<file path="src/rtl/seven_seg_pkg.sv">
// Shared glyph constants, converter state encoding and nibble-to-glyph lookup
// for the multiplexed seven-segment scanner.
package seven_seg_pkg;

  // Active-low cathodes ordered {a,b,c,d,e,f,g}
  localparam logic [6:0] GLYPH_0     = 7'b0000001;
  localparam logic [6:0] GLYPH_1     = 7'b1001111;
  localparam logic [6:0] GLYPH_2     = 7'b0010010;
  localparam logic [6:0] GLYPH_3     = 7'b0000110;
  localparam logic [6:0] GLYPH_4     = 7'b1001100;
  localparam logic [6:0] GLYPH_5     = 7'b0100100;
  localparam logic [6:0] GLYPH_6     = 7'b0100000;
  localparam logic [6:0] GLYPH_7     = 7'b0001111;
  localparam logic [6:0] GLYPH_8     = 7'b0000000;
  localparam logic [6:0] GLYPH_9     = 7'b0000100;
  localparam logic [6:0] GLYPH_A     = 7'b0001000;
  localparam logic [6:0] GLYPH_B     = 7'b1100000;
  localparam logic [6:0] GLYPH_C     = 7'b0110001;
  localparam logic [6:0] GLYPH_D     = 7'b1000010;
  localparam logic [6:0] GLYPH_E     = 7'b0110000;
  localparam logic [6:0] GLYPH_F     = 7'b0111000;
  localparam logic [6:0] GLYPH_BLANK = 7'b1111111;
  localparam logic [6:0] GLYPH_DASH  = 7'b1111110;

  typedef enum logic [1:0] {
    IDLE    = 2'd0,
    CONVERT = 2'd1,
    COMMIT  = 2'd2
  } conv_state_e;

  function automatic logic [6:0] nibble_to_glyph(input logic [3:0] nib);
    logic [6:0] g;
    case (nib)
      4'h0:    g = GLYPH_0;
      4'h1:    g = GLYPH_1;
      4'h2:    g = GLYPH_2;
      4'h3:    g = GLYPH_3;
      4'h4:    g = GLYPH_4;
      4'h5:    g = GLYPH_5;
      4'h6:    g = GLYPH_6;
      4'h7:    g = GLYPH_7;
      4'h8:    g = GLYPH_8;
      4'h9:    g = GLYPH_9;
      4'hA:    g = GLYPH_A;
      4'hB:    g = GLYPH_B;
      4'hC:    g = GLYPH_C;
      4'hD:    g = GLYPH_D;
      4'hE:    g = GLYPH_E;
      default: g = GLYPH_F;
    endcase
    return g;
  endfunction

endpackage

</file>
<file path="src/rtl/seven_seg_scanner_bcd_bin2bcd.sv">
// Serial double-dabble converter: one add-3/shift step per cycle, VALUE_W steps.
// state   | meaning
// IDLE    | waiting for start_i
// CONVERT | shifting value bits into the BCD register, busy_o high
// COMMIT  | result was handed off with done_o on the last shift
module bin2bcd_serial
  import seven_seg_pkg::*;
#(
  parameter int VALUE_W = 16,
  parameter int DIGITS  = 4
) (
  input  logic                clk_i,
  input  logic                rst_ni,
  input  logic                start_i,
  input  logic [VALUE_W-1:0]  value_i,
  output logic                busy_o,
  output logic                done_o,
  output logic [4*DIGITS-1:0] bcd_o,
  output logic                overflow_o
);

  localparam int BCD_W = 4 * DIGITS;
  localparam int CNT_W = $clog2(VALUE_W + 1);

  conv_state_e        state_q, state_d;
  logic [VALUE_W-1:0] bin_q, bin_d;
  logic [BCD_W-1:0]   bcd_q, bcd_d;
  logic [BCD_W-1:0]   adj, step_bcd;
  logic               ovf_q, ovf_d, step_ovf;
  logic [CNT_W-1:0]   cnt_q, cnt_d;

  always_comb begin
    adj = bcd_q;
    for (int k = 0; k < DIGITS; k++) begin
      if (bcd_q[4*k +: 4] >= 4'd5) adj[4*k +: 4] = bcd_q[4*k +: 4] + 4'd3;
    end
    step_bcd = {adj[BCD_W-2:0], bin_q[VALUE_W-1]};
    // Any 1 leaving the top nibble means the value needs more digits than we have
    step_ovf = ovf_q | adj[BCD_W-1];
  end

  // The final step result is presented combinationally so the caller commits it
  // on the same edge busy falls.
  assign bcd_o      = step_bcd;
  assign overflow_o = step_ovf;

  always_comb begin
    state_d = state_q;
    bin_d   = bin_q;
    bcd_d   = bcd_q;
    ovf_d   = ovf_q;
    cnt_d   = cnt_q;
    busy_o  = 1'b0;
    done_o  = 1'b0;
    case (state_q)
      IDLE, COMMIT: begin
        state_d = IDLE;
        if (start_i) begin
          state_d = CONVERT;
          bin_d   = value_i;
          bcd_d   = '0;
          ovf_d   = 1'b0;
          cnt_d   = CNT_W'(VALUE_W);
        end
      end
      CONVERT: begin
        busy_o = 1'b1;
        bin_d  = {bin_q[VALUE_W-2:0], 1'b0};
        bcd_d  = step_bcd;
        ovf_d  = step_ovf;
        cnt_d  = cnt_q - CNT_W'(1);
        if (cnt_q == CNT_W'(1)) begin
          done_o  = 1'b1;
          state_d = COMMIT;
        end
      end
      default: state_d = IDLE;
    endcase
  end

  always_ff @(posedge clk_i) begin
    if (!rst_ni) begin
      state_q <= IDLE;
      bin_q   <= '0;
      bcd_q   <= '0;
      ovf_q   <= 1'b0;
      cnt_q   <= '0;
    end else begin
      state_q <= state_d;
      bin_q   <= bin_d;
      bcd_q   <= bcd_d;
      ovf_q   <= ovf_d;
      cnt_q   <= cnt_d;
    end
  end

endmodule

</file>
<file path="src/rtl/seven_seg_scanner_bcd.sv">
// Multiplexed N-digit seven-segment driver: capture, hex/decimal commit,
// leading-zero blanking, decimal points, overflow dash and anode scanning.
module seven_seg_scanner_bcd
  import seven_seg_pkg::*;
#(
  parameter int DIGITS       = 4,
  parameter int VALUE_W      = 16,
  parameter int REFRESH_BITS = 18
) (
  input  logic               clock_100Mhz,
  input  logic               reset,
  input  logic [VALUE_W-1:0] value,
  input  logic               load,
  input  logic               hex_mode,
  input  logic               blank_lz,
  input  logic [DIGITS-1:0]  dp_in,
  output logic               busy,
  output logic               overflow,
  output logic [DIGITS-1:0]  Anode_Activate,
  output logic [6:0]         LED_out,
  output logic               dp_out
);

  localparam int BCD_W = 4 * DIGITS;
  localparam int IDX_W = $clog2(DIGITS);
  localparam int EXT_W = (VALUE_W > BCD_W) ? VALUE_W : BCD_W;

  logic                    accept, start_dec;
  logic                    cvt_busy, cvt_done, cvt_ovf;
  logic [BCD_W-1:0]        cvt_bcd;

  logic [VALUE_W-1:0]      value_q;
  logic                    hex_busy_q;
  logic                    pend_blank_q;
  logic [DIGITS-1:0]       pend_dp_q;
  logic [BCD_W-1:0]        digits_q;
  logic                    ovf_q, blank_q;
  logic [DIGITS-1:0]       dp_q;

  logic [REFRESH_BITS-1:0] refresh_q;
  logic [IDX_W-1:0]        idx_q, idx_d;
  logic [DIGITS-1:0]       anode_q;
  logic [6:0]              led_q;
  logic                    dpo_q;

  logic [EXT_W-1:0]        value_ext;
  logic                    hex_ovf;
  logic [3:0]              cur_nib;
  logic                    cur_dp, upper_zero;
  logic [6:0]              glyph;

  assign busy      = hex_busy_q | cvt_busy;
  assign accept    = load & ~busy;
  assign start_dec = accept & ~hex_mode;

  bin2bcd_serial #(
    .VALUE_W (VALUE_W),
    .DIGITS  (DIGITS)
  ) u_bin2bcd (
    .clk_i      (clock_100Mhz),
    .rst_ni     (reset),
    .start_i    (start_dec),
    .value_i    (value),
    .busy_o     (cvt_busy),
    .done_o     (cvt_done),
    .bcd_o      (cvt_bcd),
    .overflow_o (cvt_ovf)
  );

  assign value_ext = EXT_W'(value_q);
  assign hex_ovf   = (value_ext >> BCD_W) != '0;

  // Display state (digits, overflow, blanking, dp) only changes at commit so
  // a conversion in flight never shows partial results.
  always_ff @(posedge clock_100Mhz) begin
    if (!reset) begin
      value_q      <= '0;
      hex_busy_q   <= 1'b0;
      pend_blank_q <= 1'b0;
      pend_dp_q    <= '0;
      digits_q     <= '0;
      ovf_q        <= 1'b0;
      blank_q      <= 1'b0;
      dp_q         <= '0;
    end else begin
      hex_busy_q <= accept & hex_mode;
      if (accept) begin
        value_q      <= value;
        pend_blank_q <= blank_lz;
        pend_dp_q    <= dp_in;
      end
      if (cvt_done) begin
        digits_q <= cvt_bcd;
        ovf_q    <= cvt_ovf;
        blank_q  <= pend_blank_q;
        dp_q     <= pend_dp_q;
      end else if (hex_busy_q) begin
        digits_q <= value_ext[BCD_W-1:0];
        ovf_q    <= hex_ovf;
        blank_q  <= pend_blank_q;
        dp_q     <= pend_dp_q;
      end
    end
  end

  always_comb begin
    idx_d = idx_q;
    if (refresh_q == '1) begin
      idx_d = (idx_q == '0) ? IDX_W'(DIGITS - 1) : idx_q - IDX_W'(1);
    end
  end

  always_comb begin
    cur_nib    = '0;
    cur_dp     = 1'b0;
    upper_zero = 1'b1;
    for (int k = 0; k < DIGITS; k++) begin
      if (k == int'(idx_q)) begin
        cur_nib = digits_q[4*k +: 4];
        cur_dp  = dp_q[k];
      end
      if (k >= int'(idx_q) && digits_q[4*k +: 4] != 4'd0) upper_zero = 1'b0;
    end
    if (ovf_q)                                    glyph = GLYPH_DASH;
    else if (blank_q && idx_q != '0 && upper_zero) glyph = GLYPH_BLANK;
    else                                           glyph = nibble_to_glyph(cur_nib);
  end

  always_ff @(posedge clock_100Mhz) begin
    if (!reset) begin
      refresh_q <= '0;
      idx_q     <= IDX_W'(DIGITS - 1);
      anode_q   <= '1;
      led_q     <= GLYPH_BLANK;
      dpo_q     <= 1'b1;
    end else begin
      refresh_q <= refresh_q + REFRESH_BITS'(1);
      idx_q     <= idx_d;
      anode_q   <= ~(DIGITS'(1) << idx_q);
      led_q     <= glyph;
      dpo_q     <= ovf_q | ~cur_dp;
    end
  end

  assign overflow       = ovf_q;
  assign Anode_Activate = anode_q;
  assign LED_out        = led_q;
  assign dp_out         = dpo_q;

endmodule

</file>
<file path="config.mk">
export PLATFORM = sky130hd
export DESIGN_NAME = seven_seg_scanner_bcd
export DESIGN_NICKNAME = d
export VERILOG_FILES = /design/src/rtl/seven_seg_pkg.sv /design/src/rtl/seven_seg_scanner_bcd_bin2bcd.sv /design/src/rtl/seven_seg_scanner_bcd.sv
export SDC_FILE = /design/constraint.sdc
export NUM_CORES = 1
export LEC_CHECK = 0
export ABC_AREA = 1
export ABC_CLOCK_PERIOD_IN_PS = 2920
export BUFFER_PORTS_ARGS = -buffer_cell sky130_fd_sc_hd__buf_2
export CAP_MARGIN = 15
export CORE_ASPECT_RATIO = 1.75
export CORE_UTILIZATION = 23
export CTS_CLUSTER_SIZE = 28
export DETAILED_ROUTE_END_ITERATION = 8
export PLACE_DENSITY_LB_ADDON = 0.3
export SLEW_MARGIN = 40
export SYNTH_ARGS = -nofsm -noshare
export SYNTH_HDL_FRONTEND = slang
export SYNTH_SLANG_ARGS = --single-unit
</file>
<file path="constraint.sdc">
create_clock -name clock_100Mhz -period 2.92 [get_ports clock_100Mhz]
set_clock_uncertainty 0.05 [all_clocks]
set_input_delay 0.146 -clock clock_100Mhz [delete_from_list [all_inputs] [get_ports clock_100Mhz]]
set_output_delay 0.146 -clock clock_100Mhz [all_outputs]
set_load 0.1 [all_outputs]
</file>
======== After elaboration in Yosys (flattened, before gate mapping) ========
Memory sizes are Yosys's and may differ from the RTL's.
Cells that the tools add are included.
word-level totals
  register bits ........................... 116
  bits in read-only memories .............. 112
  input bits .............................. 25
  output and inout bits ................... 14
  logic and storage cells ................. 114
  memories ................................ 1
cells by class
  add/sub/neg operators ................... 7
  order comparisons ....................... 7
  eq/ne operators ......................... 9
  shifts and indexed selects .............. 1
  multiplexer cells ....................... 41
  bitwise logic cells ..................... 11
  reductions and logical operators ........ 18
memory list
  name             depth  width  rd ports  clocked after Yosys merged registers in  wr ports  line                 text
  (no name shown)  16     7      1         0                                        0         seven_seg_pkg.sv:33  case (nib)
operators by type and width
  operator                 count
  $mux W16                 4
  $pmux W16 S2             2
  $mux W4                  10
  $mux W1                  19
  $add A18 B1 Y18 const B  1
  $eq A18 B18 Y1 const B   1
  $add A4 B2 Y4 const B    4
  $ge A4 B3 Y1 const B     4
  $reduce_bool A4 Y1       4
  $pmux W5 S2              1
  $logic_not A2 Y1         3
  $reduce_bool A2 Y1       3
  $eq A5 B1 Y1 const B     1
  $logic_and A1 B1 Y1      5
  $mux W5                  1
  $sub A5 B1 Y5 const B    1
  $eq A2 B2 Y1 const A     2
  $ge A1 B2 Y1 const A     2
  $mux W2                  2
  $not A1 Y1               4
  $not A4 Y4               1
  $pmux W2 S2              1
  $shl A1 B2 Y4 const A    1
  $and A1 B1 Y1            3
  other kinds (12)         14

======== Longest topological paths before layout ========
  depth in word-level cells ............... 9
  depth in mapped cells ................... 16
  depth with buffers taken out ............ 15

======== Cells and area by module ========
Synthesis repeated with hierarchy kept, for this count alone.
unflattened totals
  cell total of the unflattened synthesis .. 769
  area total of the unflattened synthesis .. 5,611.6 µm²
by module, submodules not included
  module                 instances  cells an instance  area an instance (µm²)  sequential area each (µm²)
  seven_seg_scanner_bcd  1          475                3,494.6                 1,521.5
  bin2bcd_serial         1          294                2,117.0                 800.8

======== Least setup slack after synthesis ========
No wires, ideal clock.
  path type ............................... flip-flop to flip-flop
  from .................................... reg idx_q[1]
  to ...................................... reg led_q[0] (netlist: LED_out[0])
  setup time .............................. 0.125 ns
  arrival ................................. 1.958 ns
  required time ........................... 2.745 ns
  path slack .............................. 0.787 ns
  cell stages (with the launch flop) ...... 15
  buffers on the path ..................... 1
  clock period less this slack ............ 2.133 ns
  cells stage by stage .................... dfxtp_1 > inv_1 > ha_1 > buf_2 > a21oi_1 > nand2_1 > a22oi_1 > inv_1 > ha_1 > nand2_1 > nand2_1 > nand2_1 > nand2_1 > nand2_1 > nand2_1
on the way
  word-level cells in the longest chain between the ends .. 9
RTL lines
  item                                                                    line                          text
  start: declaration                                                      seven_seg_scanner_bcd.sv:41   logic [IDX_W-1:0] idx_q, idx_d;
  start signal: assignment                                                seven_seg_scanner_bcd.sv:132  idx_q <= IDX_W'(DIGITS - 1);
  start signal: assignment                                                seven_seg_scanner_bcd.sv:138  idx_q <= idx_d;
  parallel branches: the longest is 7 deep, another holds $mem_v2 Z16 W7  --
  $mux W1 (*)                                                             seven_seg_scanner_bcd.sv:125  else if (blank_q && idx_q != '0 && upper_zero) glyph = GLYPH_BLANK;
  $mux W1 (*)                                                             seven_seg_scanner_bcd.sv:124  if (ovf_q) glyph = GLYPH_DASH;
  end signal: assignment                                                  seven_seg_scanner_bcd.sv:140  led_q <= glyph;
  end: declaration                                                        seven_seg_scanner_bcd.sv:43   logic [6:0] led_q;
Mark *: on every way between the ends.
A chain may end at the register's enable or synchronous reset.

======== Worst setup path in the final report ========
  from .................................... reg idx_q[0]
  to ...................................... reg led_q[0] (netlist: LED_out[0])
Same word-level chain as after synthesis.

==> out/summary.txt <==
status -> finished, final reports clean
drt wl/cell -> 12.5 microns
Port Buffers -> 38
FF-to-FF setup slack -> 430 ps
share of cells above drive strength 1 -> 11.5%
critical-path maximum fanout -> 9
TritonCTS Sinks -> 116
CP endpoint kind -> flip-flop
total track usage -> 12.5%
Worst-path clk slew -> 50 ps
Syn. warnings -> 0
setup ws final -> 430 ps
Die Y -> 206 microns
Distinct cells, synth -> 38
vias in the first global route -> 5013
clock buffer count from CTS -> 17
initial antenna violation count -> 0
Peak Freq -> 0.402 GHz
root buffer cell -> clkbuf_16
RSZ-0062 raised after global routing -> false
Final Setup Violations -> 0
drt drc -> 0
first-pass iteration count of the detailed router -> 4
CTS tree -> done
Max VDD drop -> 0.284 mV
Synth top area share -> 42.4%
fin crit period -> 2490 ps
Required @ worst endpoint -> 3140 ps
Layout fillers -> 2599
max_cap viols -> 0
Area Growth Syn to Fin -> 23.1%
antenna viol nets, final -> 0
hold_sp -> load
worst-case reg-to-reg path depth -> 14
total gr overflow -> 0
H-Tree Depth -> 4
vias per cell -> 4.40
Synthesized Nets -> 822
Die Wd -> 119 microns
worst hold path class -> input pin to flip-flop
row count -> 74
half-perimeter wire length after placement -> 10200 microns
IO Pins -> 39
synthesized area per cell -> 7.08 sq um
WHS Endpoint -> value_ext[4]
commonest non-fill, non-tap cell in the layout -> nand2_1
Setup crit start kind -> flip-flop
DRT iter0 DRCs -> 251
Lkg Pwr -> 2.89 nW
worst reg2reg path startpoint -> idx_q[0]
register area -> 0.00232 sq mm
pin count of the biggest net entering global routing -> 64
#FFs+latches synth -> 116
core area -> 0.0233 sq mm
pre-CTS setup slack -> 425 ps
nets@finish -> 878
Final Hold Fails -> 0
WS Path Type -> flip-flop to flip-flop
clock buffer depth -> 2
Slew @ Worst Pin -> 676 ps
total negative setup slack -> 0 ps
Worst Hold Path Cells -> 5
crit share post-route -> 85.3%
RD Place Congestion -> 0.779
area of the die -> 0.0245 sq mm
Total Wirelength -> 14300 microns
synthesized area -> 0.00548 sq mm
first-pass GRT wire length -> 24300 microns
Syn Inst Count -> 774
footprint of the multi-input gates -> 0.00267 sq mm
Worst-Skew Late Latency -> 410 ps
diodes inserted -> 0
Yosys top cell by area -> dfxtp_1
Seq/Total Area, Yosys -> 42.4%
relative slew slack -> 54.9%
Synth area leaders -> dfxtp_1 42%, nand2_1 13%, a21oi_1 7.3%, o21ai_0 7.3%, inv_1 5.7%
max-slew violations -> 0
vias -> 5035
Initial Util -> 23.5%
design area -> 0.00674 sq mm
Cell Area, Placed -> 0.00597 sq mm
FF-to-FF End -> LED_out[0]
P per Cell Area -> 616 mW/mm^2
crit path DAT -> 2710 ps
most frequent cells in the layout -> 196 x nand2_1, 116 x dfxtp_1, 83 x inv_1
cell families after synthesis:
group | Yosys count | share of synthesized area (%)
simple gates | 323 | 24.6
fa+ha+maj | 23 | 5.25
compound gates | 183 | 17.7
buf+inv | 121 | 8.80
xor+xnor | 8 | 1.28
flops | 116 | 42.4
cells in the mapped netlist:
cell / number
a21boi_0: 3
nor2_2: 2
inv_2: 5
a21oi_1: 80
xnor2_1: 2
a22oi_1: 1
inv_1: 83
clkbuf_1: 21
nand2_1: 196
a21oi_2: 1
buf_1: 2
o32ai_1: 1
nand3b_1: 1
nand4_1: 8
o211ai_1: 2
o22ai_1: 5
o21bai_1: 2
o21a_1: 2
and2_1: 1
nor2_1: 62
o21ai_0: 80
buf_4: 1
nor3_1: 8
nand3_1: 31
a31oi_1: 4
nand3_2: 2
xor2_1: 6
or2_2: 6
dfxtp_1: 116
nor2_4: 1
o31ai_1: 1
buf_6: 2
nor3_2: 1
ha_1: 23
nand2_2: 3
a211oi_2: 1
buf_2: 7
nor3b_1: 1
what timing repair did:
item | in CTS | in global routing
hold endpoints to repair | 23 | 0
hold buffers | 22 | 0
setup buffers | 0 | 0
gates resized for setup | 0 | 0
flip-flops by register name (all words and copies together) (netlist names), 2 cells and up:
register and cells:
Anode_Activate 4, LED_out 7, digits_q 16, dp_q 4, idx_q 2, pend_dp_q 4, refresh_q 18, u_bin2bcd.bcd_q 16
u_bin2bcd.bin_q 16, u_bin2bcd.cnt_q 5, u_bin2bcd.state_q 2, value_ext 16
worst max-delay path, cell delays in order, from the launching register on:
cell     delay [ps]
dfxtp_1         350
inv_1           130
ha_1            340
inv_1           120
nor2_1          110
nor2_1           50
a22oi_1         440
inv_1           150
ha_1            240
nand2_1         110
nand2_1          70
nand2_1          50
nand2_1          50
nand2_1          50
nand2_1          40
worst max-delay path by stage:
stage,start,cells past startpoint,to
after floorplan,idx_q[1],14,LED_out[0]
after global placement,idx_q[0],14,LED_out[0]
after detailed placement,idx_q[0],14,LED_out[0]
after CTS,idx_q[0],14,LED_out[0]
after global routing,idx_q[0],14,LED_out[0]
final,idx_q[0],14,LED_out[0]
layout make-up:
type                            instances  area share, %
Clock inverter                          5          0.742
Tap cell                              304           5.64
Sequential cell                       116           34.4
Clock buffer                           24           7.44
Inverter                               88           4.90
Timing Repair Buffer                   70           7.20
Multi-Input combinational cell        537           39.6
per-stage QoR:
| stage | util [%] | total power, W | cells | hold WS (ps) |
|---|---|---|---|---|
| 2_1_floorplan | - | 0.00210 | 774 | 239 |
| 3_3_place_gp | 25.6 | 0.00222 | 1093 | 366 |
| 3_5_place_dp | 25.6 | 0.00222 | 1093 | 367 |
| 4_1_cts | 28.9 | 0.00421 | 1144 | 160 |
| 5_1_grt | 28.9 | 0.00435 | 1144 | 191 |
| 6_report | 28.9 | 0.00415 | 1144 | 173 |
power breakdown:
part / internal (W) / switching (W)
logic: 0.000141 / 0.000344
clock network: 0.00126 / 0.000686
registers: 0.00168 / 0.0000446
routing by layer:
metal  track usage [%]  up-vias  routed length, microns
met1              13.6     2300                    6230
li1                  -     2615                       -
met3              2.70       31                     406
met5                 0        -                       0
met4              6.28        0                     446
met2              22.8       89                    7170
Power figures use the tool's default switching activity.
